$ cat src/rtl/gpio_cond_pkg.sv
// Shared constants and helpers for the GPIO input conditioner.
// Imported by gpio_debounce_bit and gpio_input_conditioner.
package gpio_cond_pkg;

  localparam int GPIO_WORD_W = 32;
  localparam int MAX_IN = 16;
  localparam int DEF_DEBOUNCE_CYCLES = 250000;
  localparam int DEF_SYNC_STAGES = 2;
  localparam int LEVEL_LSB = 0;

  function automatic int cnt_width(input int d);
    return $clog2(d + 1);
  endfunction

  function automatic int flag_lsb(input int n_in);
    return LEVEL_LSB + n_in;
  endfunction

endpackage

$ cat src/rtl/gpio_debounce_bit.sv
// One input bit: synchronizer chain, counter debounce,
// debounced level and one-cycle change pulse.
module gpio_debounce_bit
  import gpio_cond_pkg::*;
#(
  parameter int   SYNC_STAGES     = DEF_SYNC_STAGES,
  parameter int   DEBOUNCE_CYCLES = DEF_DEBOUNCE_CYCLES,
  parameter logic RESET_BIT       = 1'b0
) (
  input  logic clk,
  input  logic reset_p,
  input  logic raw_i,
  output logic level_o,
  output logic change_o,
  output logic rise_o
);

  localparam int CW = cnt_width(DEBOUNCE_CYCLES);
  localparam logic [CW-1:0] TERM = CW'(DEBOUNCE_CYCLES - 1);

  logic [SYNC_STAGES-1:0] r_sync;
  logic [CW-1:0]          r_cnt;
  logic                   r_level;
  logic                   r_change;

  logic w_s;
  logic w_diff;
  logic w_term;
  logic w_commit;

  assign w_s      = r_sync[SYNC_STAGES-1];
  assign w_diff   = w_s ^ r_level;
  assign w_term   = (r_cnt == TERM);
  assign w_commit = w_diff & w_term;

  always_ff @(posedge clk or posedge reset_p) begin
    if (reset_p) begin
      r_sync <= {SYNC_STAGES{RESET_BIT}};
    end else begin
      r_sync <= {r_sync[SYNC_STAGES-2:0], raw_i};
    end
  end

  // Any return to the held level restarts the wait from zero.
  always_ff @(posedge clk or posedge reset_p) begin
    if (reset_p) begin
      r_cnt    <= '0;
      r_level  <= RESET_BIT;
      r_change <= 1'b0;
    end else begin
      r_change <= w_commit;
      if (!w_diff) begin
        r_cnt <= '0;
      end else if (w_term) begin
        r_level <= w_s;
        r_cnt   <= '0;
      end else begin
        r_cnt <= r_cnt + CW'(1);
      end
    end
  end

  assign level_o  = r_level;
  assign change_o = r_change;
  assign rise_o   = w_commit & w_s;

endmodule

$ cat src/rtl/gpio_input_conditioner.sv
// Conditions {SW, KEY} board inputs into the 32-bit PIO_IN word.
// Sticky rising-edge flags exist only when GPIO_EDGE_LATCH_EN is defined.
module gpio_input_conditioner
  import gpio_cond_pkg::*;
#(
  parameter int              N_IN            = 14,
  parameter int              SYNC_STAGES     = DEF_SYNC_STAGES,
  parameter int              DEBOUNCE_CYCLES = DEF_DEBOUNCE_CYCLES,
  parameter logic [N_IN-1:0] RESET_VAL       = 14'h000F
) (
  input  logic                   clk,
  input  logic                   reset_p,
  input  logic [N_IN-1:0]        raw_i,
  input  logic [N_IN-1:0]        clr_i,
  output logic [N_IN-1:0]        level_o,
  output logic [N_IN-1:0]        change_o,
  output logic [GPIO_WORD_W-1:0] gpio_word_o
);

  localparam int FLAG_LSB = flag_lsb(N_IN);

  if (N_IN < 1 || N_IN > MAX_IN) begin : g_bad_n_in
    $error("N_IN out of range 1..16");
  end
  if (SYNC_STAGES < 2 || SYNC_STAGES > 4) begin : g_bad_sync
    $error("SYNC_STAGES out of range 2..4");
  end
  if (DEBOUNCE_CYCLES < 1) begin : g_bad_deb
    $error("DEBOUNCE_CYCLES must be >= 1");
  end

  logic [N_IN-1:0] w_level;
  logic [N_IN-1:0] w_change;
  logic [N_IN-1:0] w_rise;
  logic [N_IN-1:0] w_flag;
  logic [GPIO_WORD_W-1:0] w_word;

  for (genvar gi = 0; gi < N_IN; gi++) begin : g_bit
    gpio_debounce_bit #(
      .SYNC_STAGES     (SYNC_STAGES),
      .DEBOUNCE_CYCLES (DEBOUNCE_CYCLES),
      .RESET_BIT       (RESET_VAL[gi])
    ) u_bit (
      .clk      (clk),
      .reset_p  (reset_p),
      .raw_i    (raw_i[gi]),
      .level_o  (w_level[gi]),
      .change_o (w_change[gi]),
      .rise_o   (w_rise[gi])
    );
  end

`ifdef GPIO_EDGE_LATCH_EN
  logic [N_IN-1:0] r_flag;

  // Set has priority so a rise coinciding with a clear is never lost.
  always_ff @(posedge clk or posedge reset_p) begin
    if (reset_p) begin
      r_flag <= '0;
    end else begin
      r_flag <= w_rise | (r_flag & ~clr_i);
    end
  end

  assign w_flag = r_flag;
`else
  logic w_unused_in;
  assign w_unused_in = ^{clr_i, w_rise};
  assign w_flag = '0;
`endif

  always_comb begin
    w_word = '0;
    w_word[LEVEL_LSB +: N_IN] = w_level;
    w_word[FLAG_LSB +: N_IN]  = w_flag;
  end

  assign level_o     = w_level;
  assign change_o    = w_change;
  assign gpio_word_o = w_word;

endmodule

$ cat config.mk
export PLATFORM = sky130hd
export DESIGN_NAME = gpio_input_conditioner
export DESIGN_NICKNAME = d
export VERILOG_FILES = /design/src/rtl/gpio_cond_pkg.sv /design/src/rtl/gpio_debounce_bit.sv /design/src/rtl/gpio_input_conditioner.sv
export SDC_FILE = /design/constraint.sdc
export NUM_CORES = 1
export LEC_CHECK = 0
export CORE_MARGIN = 2
export CORE_UTILIZATION = 40
export CTS_CLUSTER_SIZE = 12
export DETAILED_ROUTE_END_ITERATION = 10
export HOLD_SLACK_MARGIN = 0.08
export MAX_ROUTING_LAYER = met4
export PLACE_DENSITY_LB_ADDON = 0.12
export SETUP_SLACK_MARGIN = 0.02
export SKIP_LAST_GASP = 1
export SLEW_MARGIN = 20
export SYNTH_ARGS = -nofsm -noshare
export SYNTH_HDL_FRONTEND = slang
export SYNTH_SLANG_ARGS = --single-unit
$ cat constraint.sdc
create_clock -name clk -period 11.1 [get_ports clk]
set_clock_uncertainty 0.15 [all_clocks]
set_input_delay 1.11 -clock clk [delete_from_list [all_inputs] [get_ports clk]]
set_output_delay 1.11 -clock clk [all_outputs]
set_load 0.01 [all_outputs]
Word level (Yosys, flattened, before mapping)
Cells that the tools add are included.
{"block": "word_totals", "register_bits": 308, "inputBits": 30}
{"block": "classes", "add_sub_neg": 14, "eq_ne": 14, "mux": 28, "bitwise": 28, "reduce_logical": 14}
{"op": "$mux W18", "count": 28}
{"op": "$add A18 B1 Y18 const B", "count": 14}
{"op": "$eq A18 B18 Y1 const B", "count": 14}
{"op": "$reduce_and A2 Y1", "count": 14}
{"op": "$and A1 B1 Y1", "count": 14}
{"op": "$xor A1 B1 Y1", "count": 14}

Longest topological paths before layout
{"block": "logic_depth", "ltp_word": 3, "mapped_depth": 7, "depth_no_buf": 5}

By module
Synthesis repeated with hierarchy kept, for this count alone.
{"block": "hier_totals", "hier_cells": 1499, "area_unflattened_um2": 15579.9}
{"module": "gpio_debounce_bit at g_bit[10].u_bit ...", "n_inst": 10, "cells_each": 105, "area_per_inst_um2": 1096.1, "seq_area_each_um2": 550.5}
{"module": "gpio_debounce_bit at g_bit[0].u_bit ...", "n_inst": 3, "cells_each": 105, "area_per_inst_um2": 1099.8, "seq_area_each_um2": 554.3}
{"module": "gpio_debounce_bit at g_bit[2].u_bit", "n_inst": 1, "cells_each": 101, "area_per_inst_um2": 1076.0, "seq_area_each_um2": 554.3}
{"module": "gpio_input_conditioner", "n_inst": 1, "cells_each": 33, "area_per_inst_um2": 244.0, "seq_area_each_um2": 0.0}

Least setup slack after synthesis
OpenSTA, ideal clock, no wires.
{"block": "synth_timing", "path_type": "register to register", "startpoint": "register g_bit[5].u_bit.r_cnt[13]", "endpoint": "register g_bit[5].u_bit.r_level", "arrival_time_ns": 1.876, "slack_ns": 8.949, "stages_incl_launch_ff": 5, "path_buffers": 0, "path_cell_list": "dfrtp_1 > or4b_1 > or4_4 > nor2_1 > mux2_2"}
{"block": "synth_via", "elab_chain_cells": 2}
{"element": "start, declared", "line": "gpio_debounce_bit.sv:22", "source": "logic [CW-1:0] r_cnt;"}
{"element": "start signal, assigned", "line": "gpio_debounce_bit.sv:58", "source": "r_cnt <= r_cnt + CW'(1);"}
{"element": "$eq A18 B18 Y1", "line": "gpio_debounce_bit.sv:33", "source": "assign w_term = (r_cnt == TERM);"}
{"element": "$reduce_and A2 Y1 (no source line)"}
{"element": "end signal, assigned", "line": "gpio_debounce_bit.sv:55", "source": "r_level <= w_s;"}
{"element": "end, declared", "line": "gpio_debounce_bit.sv:23", "source": "logic r_level;"}
Every way passes these cells.
A chain may end at the register's enable or synchronous reset.

==> results.yml <==
synthesis:
  yosys_warnings: 0
  yosys-mux-area-fraction_pct: 1.07
  synth_edf_count: 0
  synth_xor_area_share_pct: 11.6
  synth_fa_ha_area_share_pct: 1.19
  synth_top_area_share_pct: 50.3
  ys.flop_type: "dfrtp_1"
  yosysTopAreaCell: "dfrtp_1"
  ys_seq_area_share_pct: 52.4
  netlist_instances: 1449
  synth_compound_area_share_pct: 4.73
  synth_top_family_by_area: "simple AND/OR/NAND/NOR gates"
  syn_area_per_cell_um2: 10.2
  synth.area.top_cells: "dfrtp_1, xnor2_1, nor2_1, xor2_1, buf_4"
  async_flop_share_pct: 100
  ys_seq_elements: 308
  synth.distinct_cells: 46
  synth-simple-area-share_pct: 24.3
  synth_area_um2: 14700
drt:
  first_pass_iters: 4
  num_vias: 10200
  drt_iter0_drc: 475
  routedWlPerCell_um: 13.3
  wl_um: 26500
  dr_wl_met2_um: 11800
  met3WireLength_um: 902
  wl_met1_um: 13200
  vias_per_cell: 5.12
  drc: 0
  top_layer: "met4"
  ant_nets: 0
power_and_ir_drop:
  power_switching_mw: 0.521
  p_leak_nw: 6.60
  p_seq_share_pct: 49.2
  switching_share_pct: 22.1
  p_total_mw: 2.35
  p_per_area_nw_per_um2: 141
  p_int_mw: 1.83
  p_clk_share_pct: 47.6
  combPwrFrac_pct: 3.2
  ir_drop_v: 0.0000897
layout:
  postLayoutCoreUtil_pct: 45.7
  final_cells: 1986
  area_growth_pct: 13.0
  num_antenna_cells: 0
  drive_gt1_share_pct: 8.23
  nets: 1536
cts:
  cts.sinks: 308
  cts_tree: "done"
  cts_setup_buffers: 0
  clock_latency_ns: 0.52
  cts_hold_buffers: 0
  cts_made_buffers: 36
  htree_levels: 2
  clk_pin_slew_ns: 0.06
  clock_path_buffers: 3
  root_buffer: "clkbuf_16"
  post_cts_resized: 0
timing:
  max_freq_ghz: 0.293
  min_period_ns: 3.41
  tns_ns: 0
  finalMaxSlewViolations: 0
  setup_viol: 0
  hold_viol_final: 0
  rsz0062_at_grt: "no"
  fin_crit_sh_pct: 30.7
  max_slew_margin_pct: 36.0
  postLayoutSetupSlackWorst_ns: 7.69
  worst_slew_pin_slew_ns: 0.960
floorplan:
  coreArea_um2: 36400
  initial_core_util_pct: 40.4
  rows: 70
  fp.dieH_um: 196
  io_pins: 90
  die_x_um: 196
  dieArea_um2: 38400
placed_design:
  post-place-cells: 1922
  routabilityCongestion: 0.772
  place_worst_setup_slack_ns: 6.79
  dp_hpwl_um: 17200
  portBuffers: 57
run:
  max_cap_violations: 0
run_status:
  status: "finished clean"
global_route:
  track_usage_pct: 15.0
  antenna_found_initial: 0
  grt_pass1_wl_um: 47900
  grt_overflow_total: 0
  grt_pass1_vias: 10200
  grt_max_degree: 84
worst_setup_path:
  crit_fanout: 83
  endpoint_kind: "asynchronous set/reset pin"
  path_class: "input port to asynchronous set/reset pin"
  cp.arrival_ns: 3.78
  required_ns: 11.47
  startpoint_type: "input port"
min_path:
  hold_class: "register to register"
-- power groups by stage --
stage	registers (mW)	logic, mW	clock network, mW
6_report	1.16	0.0758	1.12
5_1_grt	1.16	0.0899	1.21
4_1_cts	1.16	0.0798	1.17
3_5_place_dp	1.18	0.0792	0
3_3_place_gp	1.18	0.0787	0
2_1_floorplan	1.17	0.0592	0
-- critical path: stages --
cell and delay [ns]:
clkdlybuf4s50_1 0.49, inv_8 0.42, buf_4 0.81, buf_4 0.86
-- per-layer routing --
layer / track usage, % / vias to the layer above
met1: 20.2 / 4892
met4: 4.29 / 0
met2: 23.5 / 117
li1: - / 5106
met5: - / -
met3: 2.56 / 45
-- final timing paths --
| check | from | end | slack [ns] | depth (start not counted) |
|---|---|---|---|---|
| setup / recovery | reset_p | g_bit[10].u_bit.r_cnt[7]$_DFF_PP0_ | 7.69 | 4 |
| hold / removal | g_bit[11].u_bit.r_sync[0]$_DFF_PP0_ | g_bit[11].u_bit.r_sync[1]$_DFF_PP0_ | 0.19 | 0 |
| setup reg to reg | g_bit[5].u_bit.r_cnt[6]$_DFF_PP0_ | g_bit[5].u_bit.r_cnt[3]$_DFF_PP0_ | 8.78 | 4 |
| hold reg to reg | g_bit[11].u_bit.r_sync[0]$_DFF_PP0_ | g_bit[11].u_bit.r_sync[1]$_DFF_PP0_ | 0.19 | 0 |
| max in group clk | g_bit[3].u_bit.level_o$_DFFE_PP1P_ | level_o[3] | 8.24 | 1 |
| min in group asynchronous | reset_p | g_bit[12].u_bit.r_cnt[10]$_DFF_PP0_ | 0.90 | 2 |
-- through the flow --
step / hold slack (ns) / cell area (um^2)
finish: 0.192 / 16700
global route: 0.198 / 16700
CTS: 0.197 / 16600
detailed placement: 0.186 / 15500
global placement: 0.182 / 15500
floorplan: 0.181 / 14800
-- cell families after synthesis --
logic type,count (synthesis)
XOR/XNOR,195
AO/OA/AOI/OAI,99
buffers and inverters,119
other,1
AND/OR/NAND/NOR,699
adder cells (fa/ha/maj),14
multiplexers,14
flip-flops,308
-- flip-flops by register name, summed over array words and instances, names as in the netlist --
register              flops
g_bit.u_bit.r_sync       28
g_bit.u_bit.change_o     14
g_bit.u_bit.level_o      14
g_bit.u_bit.r_cnt       252
-- layout make-up --
| class | instances | area [um^2] |
|---|---|---|
| clock buffers | 55 | 1030 |
| fillers | 3436 | 19800 |
| inverters | 37 | 146 |
| repair buffers | 70 | 672 |
| flip-flops and latches | 308 | 7720 |
| multi-input cells | 1039 | 6410 |
| well taps | 468 | 586 |
| clock inverters | 9 | 88.8 |
-- cells in the mapped netlist (7+ instances only) --
cell and n:
dfrtp_1 296, nor2_1 241, xnor2_1 134, nand3_1 82
nand2_1 78, nand4_1 68, xor2_1 61, buf_4 60
nor4_1 50, a21oi_1 43, nor3_1 40, inv_1 37
or4_1 28, or3_1 23, and3_1 18, o31ai_1 17
and4_1 14, clkbuf_1 14, ha_1 14, mux2_2 14
nor2b_1 14, o21ai_0 13, dfstp_2 12, o41ai_1 9
or3b_2 9, o41ai_2 8, or2_2 7
-- cells in the final DEF, fill, tap and decap left out, types with 40 or more instances in the layout --
cell / count
a21oi_1: 43
nor4_1: 50
nand2_1: 78
dfrtp_1: 296
xor2_1: 61
xnor2_1: 134
nor2_1: 241
clkdlybuf4s50_1: 57
nand4_1: 68
nand3_1: 82
nor3_1: 40
Power figures use the tool's default switching activity.
